`src/rtl/avr_intc_pkg.sv`:
```
// -----------------------------------------------------------------------------
// avr_intc_pkg
// Shared definitions for the avr_intc interrupt controller:
//   - NSRC / VW      : number of sources and vector width
//   - OFS_*          : byte offsets of the 4-byte register window
//   - CTRL_*         : bit positions inside the CTRL register
//   - state_e        : request FSM encoding (IDLE, REQ, GAP)
// -----------------------------------------------------------------------------
package avr_intc_pkg;

   localparam int NSRC = 8;
   localparam int VW   = 3;

   localparam logic [1:0] OFS_MASK = 2'd0;
   localparam logic [1:0] OFS_PEND = 2'd1;
   localparam logic [1:0] OFS_CTRL = 2'd2;
   localparam logic [1:0] OFS_SWI  = 2'd3;

   localparam int CTRL_GIE_BIT  = 0;
   localparam int CTRL_INTR_BIT = 4;
   localparam int CTRL_VECT_LSB = 5;

   typedef enum logic [1:0] {
      ST_IDLE = 2'd0,
      ST_REQ  = 2'd1,
      ST_GAP  = 2'd2
   } state_e;

endpackage

```
`src/rtl/avr_intc_prio.sv`:
```
// -----------------------------------------------------------------------------
// avr_intc_prio
// Combinational 8-to-3 priority encoder.
//   req_i    [7:0] : candidate requests (pend & mask)
//   start_i  [2:0] : index where the search begins (rotation only)
//   winner_o [2:0] : selected index (0 when nothing is requested)
//   any_o          : at least one request present
// Macro AVR_INTC_ROTATE_EN: when defined the search starts at start_i and
// wraps modulo 8; otherwise index 0 is always highest and start_i is ignored.
// -----------------------------------------------------------------------------
module avr_intc_prio
   import avr_intc_pkg::*;
(
   input  logic [NSRC-1:0] req_i,
   input  logic [VW-1:0]   start_i,
   output logic [VW-1:0]   winner_o,
   output logic            any_o
);

`ifdef AVR_INTC_ROTATE_EN
   // Scan from the farthest position back toward start_i so the last hit
   // written is the first one in rotated order.
   always_comb begin
      winner_o = '0;
      any_o    = |req_i;
      for (int i = NSRC - 1; i >= 0; i--) begin
         if (req_i[start_i + VW'(i)]) begin
            winner_o = start_i + VW'(i);
         end
      end
   end
`else
   logic unused_start;
   assign unused_start = ^start_i;

   always_comb begin
      winner_o = '0;
      any_o    = |req_i;
      for (int i = NSRC - 1; i >= 0; i--) begin
         if (req_i[i]) begin
            winner_o = VW'(i);
         end
      end
   end
`endif

endmodule

```
`src/rtl/avr_intc.sv`:
```
// -----------------------------------------------------------------------------
// avr_intc
// 8-source interrupt controller driving the AVR core intr/vect pair.
// Rising edges on src are synchronised, latched as pending, masked and
// prioritised; one vector is presented until the core acknowledges it.
//
// Ports:
//   clock, reset_n   : clock, synchronous active-low reset
//   ce               : clock enable for the FSM and register writes
//   src    [7:0]     : asynchronous interrupt lines (rising edge requests)
//   address[15:0]    : CPU data address
//   wdata  [7:0], we : CPU write data / strobe
//   rdata  [7:0]     : register read data (combinational, 0 when not hit)
//   hit              : address inside BASE..BASE+3
//   intr, vect [2:0] : request and vector to the core
//   ack              : one-cycle take pulse from the core
//   dbg_state_o      : current FSM state
//
// Handshake: intr rises with vect already valid; vect is stable while intr=1.
// A single-cycle ack while intr=1 retires the vector; intr then stays low for
// at least one cycle. ack while intr=0 is ignored. Software may withdraw a
// request (W1C, mask or GIE), which drops intr without an ack.
//
// Register window (BASE must be 4-aligned):
//   +0 MASK RW, +1 PEND R/W1C, +2 CTRL {vect,intr,000,gie}, +3 SWI W1S
//
// Macro AVR_INTC_ROTATE_EN: round-robin arbitration with a start pointer
// (served vect + 1, updated on ack). Undefined: fixed priority, 0 highest.
// -----------------------------------------------------------------------------
module avr_intc
   import avr_intc_pkg::*;
#(
   parameter logic [15:0] BASE = 16'h0030
)(
   input  logic            clock,
   input  logic            reset_n,
   input  logic            ce,
   input  logic [NSRC-1:0] src,
   input  logic [15:0]     address,
   input  logic [7:0]      wdata,
   input  logic            we,
   output logic [7:0]      rdata,
   output logic            hit,
   output logic            intr,
   output logic [VW-1:0]   vect,
   input  logic            ack,
   output state_e          dbg_state_o
);

   // input path
   logic [NSRC-1:0] s1_q, s2_q, s3_q;
   logic [NSRC-1:0] rise;

   // software-visible state
   logic [NSRC-1:0] pend_q, pend_d;
   logic [NSRC-1:0] mask_q, mask_d;
   logic            gie_q,  gie_d;

   // request FSM
   state_e          state_q, state_d;
   logic [VW-1:0]   vect_q,  vect_d;
   logic            ack_take;

   // arbitration
   logic [VW-1:0]   start;
   logic [VW-1:0]   winner;
   logic            any_req;

   // bus decode
   logic [1:0]      ofs;
   logic            wr_en;

   assign rise = s2_q & ~s3_q;

   // Comparing only the upper 14 bits keeps the window exactly four bytes;
   // nothing outside BASE..BASE+3 can alias into it.
   assign hit   = (address[15:2] == BASE[15:2]);
   assign ofs   = address[1:0];
   assign wr_en = ce & we & hit;

   always_comb begin
      rdata = 8'h00;
      if (hit) begin
         case (ofs)
            OFS_MASK: rdata = mask_q;
            OFS_PEND: rdata = pend_q;
            OFS_CTRL: begin
               rdata[CTRL_GIE_BIT]                   = gie_q;
               rdata[CTRL_INTR_BIT]                  = intr;
               rdata[CTRL_VECT_LSB +: VW]            = vect_q;
            end
            default:  rdata = 8'h00;
         endcase
      end
   end

`ifdef AVR_INTC_ROTATE_EN
   logic [VW-1:0] ptr_q, ptr_d;

   assign ptr_d = ack_take ? (vect_q + VW'(1)) : ptr_q;
   assign start = ptr_q;

   always_ff @(posedge clock) begin
      if (!reset_n) ptr_q <= '0;
      else          ptr_q <= ptr_d;
   end
`else
   assign start = '0;
`endif

   avr_intc_prio u_prio (
      .req_i    (pend_q & mask_q),
      .start_i  (start),
      .winner_o (winner),
      .any_o    (any_req)
   );

   // FSM next state. ce=0 holds everything here.
   always_comb begin
      state_d  = state_q;
      vect_d   = vect_q;
      ack_take = 1'b0;
      if (ce) begin
         case (state_q)
            ST_IDLE: begin
               if (gie_q && any_req) begin
                  state_d = ST_REQ;
                  vect_d  = winner;
               end
            end
            ST_REQ: begin
               if (ack) begin
                  state_d  = ST_GAP;
                  ack_take = 1'b1;
               end else if (!(pend_q[vect_q] && mask_q[vect_q] && gie_q)) begin
                  // software withdrew the request; vect keeps its last value
                  state_d = ST_IDLE;
               end
            end
            ST_GAP:  state_d = ST_IDLE;
            default: state_d = ST_IDLE;
         endcase
      end
   end

   // Pending bits: clears are applied first so that a same-cycle hardware
   // edge or SWI set of the same bit wins.
   always_comb begin
      pend_d = pend_q;
      if (wr_en && ofs == OFS_PEND) pend_d = pend_d & ~wdata;
      if (ack_take)                 pend_d[vect_q] = 1'b0;
      pend_d = pend_d | rise;
      if (wr_en && ofs == OFS_SWI)  pend_d = pend_d | wdata;
   end

   always_comb begin
      mask_d = mask_q;
      gie_d  = gie_q;
      if (wr_en && ofs == OFS_MASK) mask_d = wdata;
      if (wr_en && ofs == OFS_CTRL) gie_d  = wdata[CTRL_GIE_BIT];
   end

   always_ff @(posedge clock) begin
      if (!reset_n) begin
         s1_q    <= '0;
         s2_q    <= '0;
         s3_q    <= '0;
         pend_q  <= '0;
         mask_q  <= '0;
         gie_q   <= 1'b0;
         state_q <= ST_IDLE;
         vect_q  <= '0;
      end else begin
         s1_q    <= src;
         s2_q    <= s1_q;
         s3_q    <= s2_q;
         pend_q  <= pend_d;
         mask_q  <= mask_d;
         gie_q   <= gie_d;
         state_q <= state_d;
         vect_q  <= vect_d;
      end
   end

   assign intr        = (state_q == ST_REQ);
   assign vect        = vect_q;
   assign dbg_state_o = state_q;

endmodule

```
`config.mk`:
```
export PLATFORM = sky130hd
export DESIGN_NAME = avr_intc
export DESIGN_NICKNAME = d
export VERILOG_FILES = /design/src/rtl/avr_intc_pkg.sv /design/src/rtl/avr_intc_prio.sv /design/src/rtl/avr_intc.sv
export SDC_FILE = /design/constraint.sdc
export NUM_CORES = 1
export LEC_CHECK = 0
export ABC_CLOCK_PERIOD_IN_PS = 2800
export CORE_ASPECT_RATIO = 1.75
export CORE_MARGIN = 2
export CORE_UTILIZATION = 40
export CTS_CLUSTER_SIZE = 8
export DETAILED_ROUTE_END_ITERATION = 8
export PLACE_DENSITY = 0.67
export SYNTH_ARGS = -nofsm -noshare
export SYNTH_HDL_FRONTEND = slang
export SYNTH_SLANG_ARGS = --single-unit
```
`constraint.sdc`:
```
create_clock -name clock -period 2.8 [get_ports clock]
set_input_delay 0.42 -clock clock [delete_from_list [all_inputs] [get_ports clock]]
set_output_delay 0.42 -clock clock [all_outputs]
set_load 0.03 [all_outputs]
```
=== Yosys cells after proc, flatten, opt, wreduce, memory -nomap -nowiden ===
Index checks and enable logic that the tools add are counted.
W data, S select, Z words.

* Equality and inequality tests: 7
* Reductions and logical operators: 13
* Muxes and demuxes: 28
* $lt $le $gt $ge: 2
* Bitwise operators: 11

{| class="wikitable"
|+ Operator list
! cell !! count
|-
| $and A8 B8 Y8 || 4
|-
| $mux W8 || 4
|-
| $mux W3 || 8
|-
| $not A8 Y8 || 3
|-
| $or A8 B8 Y8 || 2
|-
| $eq A14 B4 Y1 const B || 1
|-
| $pmux W4 S3 || 1
|-
| $logic_and A1 B1 Y1 || 8
|-
| $reduce_or A8 Y1 || 1
|-
| $bmux W1 S3 || 2
|-
| $mux W1 || 6
|-
| $mux W2 || 3
|-
| $pmux W3 S2 || 1
|-
| $reduce_and A3 Y1 || 2
|-
| $eq A2 B1 Y1 const B || 2
|-
| $eq A2 B2 Y1 const B || 2
|-
| $logic_not A2 Y1 || 2
|-
| $lt A3 B4 Y1 const B || 1
|-
| $pmux W2 S2 || 1
|-
| $demux W1 S3 || 1
|-
| $ge A3 B1 Y1 const B || 1
|-
| $ne A3 B3 Y1 const B || 1
|-
| $pmux W1 S3 || 1
|-
| $and A1 B1 Y1 || 2
|-
| $ne A2 B2 Y1 const B || 1
|}

* Bits in registers: 46
* Output and inout port bits: 15
* Bits of input ports: 37

=== Longest topological paths before layout ===
* Word-level depth: 10
* Mapped depth: 6
* Depth with buffers taken out: 5

=== By module ===
Synthesis repeated with hierarchy kept, for this count alone.

* Cells, all modules: 256
* Area total of the unflattened synthesis: 2273.4 um^2

{| class="wikitable"
|+ Modules (own cells, without submodules)
! module !! times used !! area each (um^2) !! cells an instance !! seq. area each (um^2)
|-
| avr_intc || 1 || 2192.1 || 243 || 920.9
|-
| avr_intc_prio || 1 || 81.3 || 13 || 0.0
|}

=== Worst setup path before layout ===
No wires, ideal clock.

* Path kind: input-to-output
* From: in address[10]
* To: out rdata[1]
* Cell stages on the path: 4
* Data required time: 2.380 ns
* Arrival: 1.829 ns
* Path slack: 0.551 ns
* Path through: nor4_4 > nand4_4 > buf_1 > nor3_1

* Word-level cells in the longest chain between the ends: 2

{| class="wikitable"
|+ RTL lines
! item !! line !! source
|-
| start: declaration || avr_intc.sv:39 || <nowiki>input logic [15:0] address,</nowiki>
|-
| $eq A14 B4 Y1 || avr_intc.sv:77 || <nowiki>assign hit = (address[15:2] == BASE[15:2]);</nowiki>
|-
| $mux W8 || avr_intc.sv:83 || <nowiki>if (hit) begin</nowiki>
|-
| end: declaration || avr_intc.sv:42 || <nowiki>output logic [7:0] rdata,</nowiki>
|}

No other way between the ends.

=== Worst setup path in the final report ===
* From: in address[6]
* To: out hit

* Word-level cells in the longest chain between the ends: 1

{| class="wikitable"
|+ RTL lines
! item !! line !! source
|-
| $eq A14 B4 Y1 || avr_intc.sv:77 ||
|-
| end: declaration || avr_intc.sv:43 || <nowiki>output logic hit,</nowiki>
|}

No other way between the ends.

==> flow_summary_export.csv <==
group,metric,value,unit
cells_and_area,postLayoutCoreUtil,0.536,
detailed_routing,drt-total-wl,4.94,mm
die,dieArea,6080,µm²
power_and_ir_drop,swShare,0.204,
power_and_ir_drop,pwr-share-seq,0.529,
sta,tightest_slew,0.659,ns
die,initial_core_util,0.415,
logic_synthesis,synth-xor-area-share,0,
clocking,cts.clk_slew.worst_paths,0.08,ns
power_and_ir_drop,p_leak,1.04,nW
logic_synthesis,synth.yosys.seq_area_share,0.423,
setup_path,r2r_slack,1.06,ns
global_routing,grt_pass1_vias,1886,
min_path,hp-start,"s1_q[5]$_SDFF_PN0_",
sta,slew_headroom,0.560,
min_path,whs_endpoint,"s2_q[5]$_SDFF_PN0_",
detailed_routing,wl_per_cell,14.2,µm
sta,finalSetupViolations,0,
detailed_routing,drtIter0Drc,87,
placed_design,globalplace.congestion,0.877,
power_and_ir_drop,p_sw,0.265,mW
setup_path,r2r_end,"dbg_state_o[0]$_SDFFE_PN0P_",
power_and_ir_drop,peakVddDrop,0.480,mV
cells_and_area,synthToLayoutAreaGrowth,29.4,%
die,top_level_ports,52,
detailed_routing,firstDrtPassIters,4,
setup_path,cp_max_fo,2,
setup_path,r2r_cells,4,
logic_synthesis,synth-edff-count,0,
logic_synthesis,synth.most_common_cell,"dfxtp_1",
logic_synthesis,async_flop_share,0,
setup_path,critPathCaptureType,"primary output",
logic_synthesis,syn-cell-area,2180,µm²
logic_synthesis,synth_cells,242,
clocking,postCtsSetupRepairBufs,0,
logic_synthesis,synth_top_family_by_area,"simple AND/OR/NAND/NOR gates",
detailed_routing,drt_drc_violations_left,0,
logic_synthesis,yosys.area.top_type_share,0.423,
job,cap_viol_max_count,0,
logic_synthesis,syn_nets,279,
clocking,clock_path_buffers,2,
sta,rsz0062_at_grt,"false",
global_routing,grt_max_degree,28,
min_path,hold_path_class,"reg -> reg",
power_and_ir_drop,combPwrFrac,0.092,
sta,clock_skew,0.00967,ns
logic_synthesis,ys_warn_count,0,
clocking,cts_made_buffers,5,
outcome,status,"finished, final reports clean",
logic_synthesis,synth_area_leaders,"dfxtp_1 42%, and2_1 6.9%, nand2_1 4.8%",
global_routing,grt_pass1_wl,8.40,mm
clocking,insertion_delay,0.29,ns
power_and_ir_drop,p_total,1.30,mW
logic_synthesis,ys_types,38,
clocking,postCtsHoldBufs,0,
logic_synthesis,synth-seq-cells,46,
clocking,cts_tree,"built",
setup_path,path_class,"in -> out",
setup_path,cp-start-kind,"primary input",
die,std_cell_rows,35,
detailed_routing,viasPerCell,5.49,
die,dieHeight,102,µm
power_and_ir_drop,power_density,460,nW/µm²
sta,min_period_over_period,0.882,
detailed_routing,ant_nets,0,
cells_and_area,nNetsFinal,329,
logic_synthesis,yosys.area_share.simple,0.294,
cells_and_area,drive_above_1_share,0.110,
sta,slew_violations,0,
die,core_area,5260,µm²
logic_synthesis,synth_flop_cell,"dfxtp_1",
logic_synthesis,muxShareOfSynthArea,0.0770,
cells_and_area,diodes,0,
placed_design,dp_hpwl,3.81,mm
clocking,cts_sinks,46,
clocking,cts-resized-gates,0,
power_and_ir_drop,internal_power,1.03,mW
logic_synthesis,synth_compound_area_frac,0.167,
logic_synthesis,synth_fa_ha_area_frac,0,
sta,fmax,405,MHz
power_and_ir_drop,p_clk_frac,0.379,
clocking,cts-htree-levels,2,
placed_design,io_buffers,51,
global_routing,track_usage,0.179,
placed_design,placed_cells,340,
cells_and_area,fin_cells,347,
setup_path,arrival,2.05,ns
logic_synthesis,avgSynthCellArea,9.00,µm²
min_path,hold_path_depth,1,
placed_design,postPlaceCellArea,2710,µm²
global_routing,antenna_found_initial,0,
logic_synthesis,yosys.area.top_type,"dfxtp_1",
clocking,clockRootBuffer,"clkbuf_8",
sta,period_needed,2.47,ns
cells_and_area,final_cell_area,2820,µm²
die,die_x,59.8,µm
global_routing,overflow,0,
setup_path,cp.required,2.38,ns
setup_path,rr_startpoint,"vect[0]$_SDFFE_PN0P_",
detailed_routing,vias,1905,
logic_synthesis,synth_common_cells,"46 x dfxtp_1, 28 x nand2_1, 24 x and2_1",
sta,tns,0,ns
sta,hold_viol_final,0,
cell usage in the layout (no fill, tap or decap), types with 6 or more instances in the layout:
| master | Yosys | final |
|---|---|---|
| a21o_1 | 8 | 8 |
| nand2_1 | 28 | 28 |
| and2_1 | 24 | 24 |
| buf_4 | 1 | 13 |
| nand2b_1 | 10 | 10 |
| clkbuf_8 | 0 | 6 |
| clkdlybuf4s50_1 | 0 | 43 |
| a31oi_1 | 9 | 9 |
| mux2i_1 | 10 | 10 |
| o21ai_0 | 6 | 6 |
| a21oi_1 | 17 | 17 |
| dfxtp_1 | 46 | 46 |
| nand3_1 | 11 | 11 |
| nor2_1 | 14 | 14 |
logic make-up (layout without fill, tap and decap cells):
kind of cell           after synthesis  in the layout
DFF                                 46             46
AOI/OAI and AO/OA                   57             57
muxes                               14             14
buffers and inverters               17             67
and+or+nand+nor                    108            108
per-layer routing:
layer  track usage  part of all wire  routed length [µm]  vias up
li1              -                 -                   -      952
met1         0.192              0.39                1920      859
met2         0.316              0.51                2540       77
met3        0.0281             0.055                 271       17
met4         0.108             0.042                 208        0
met5             0                 0                   0        -
stage by stage:
stage               setup slack (ns)  hold WS, ns
CTS                            0.322        0.440
finish                         0.331        0.433
detailed placement             0.322        0.420
global placement               0.344        0.414
global route                   0.273        0.461
floorplan                      0.551        0.412
state kept, by name, summed over array words and instances, names as in the netlist:
name / count
s3_q: 8
s2_q: 8
vect: 3
dbg_state_o: 2
mask_q: 8
pend_q: 8
s1_q: 8
gie_q: 1
how the worst max path moves through the flow:
stage	startpoint	to	slack (ns)	cells past startpoint
finish	address[6]	hit	0.33	5
floorplan	address[10]	rdata[1]	0.55	4
detailed placement	address[6]	hit	0.32	5
CTS	address[6]	hit	0.32	5
global route	address[10]	hit	0.27	5
global placement	address[10]	hit	0.34	5
power by group through the flow:
stage	clock, mW	combinational, mW	sequential, mW
CTS	0.508	0.121	0.685
global route	0.529	0.132	0.688
detailed placement	0	0.121	0.701
floorplan	0	0.0509	0.696
global placement	0	0.119	0.700
finish	0.491	0.120	0.685
critical path: stages:
cell	delay, ns
clkdlybuf4s50_1	0.45
nor4_4	0.34
nand4_4	0.12
inv_1	0.06
clkdlybuf4s50_1	0.66
layout make-up:
type	count	area (µm²)
Tap cell	55	68.8
Clock buffer	6	82.6
Timing Repair Buffer	56	528
Inverter	4	15.0
Clock inverter	1	30.0
Fill cell	513	2440
Multi-Input combinational cell	179	1170
Sequential cell	46	921
Note: power is estimated with default switching activity, not from simulation.
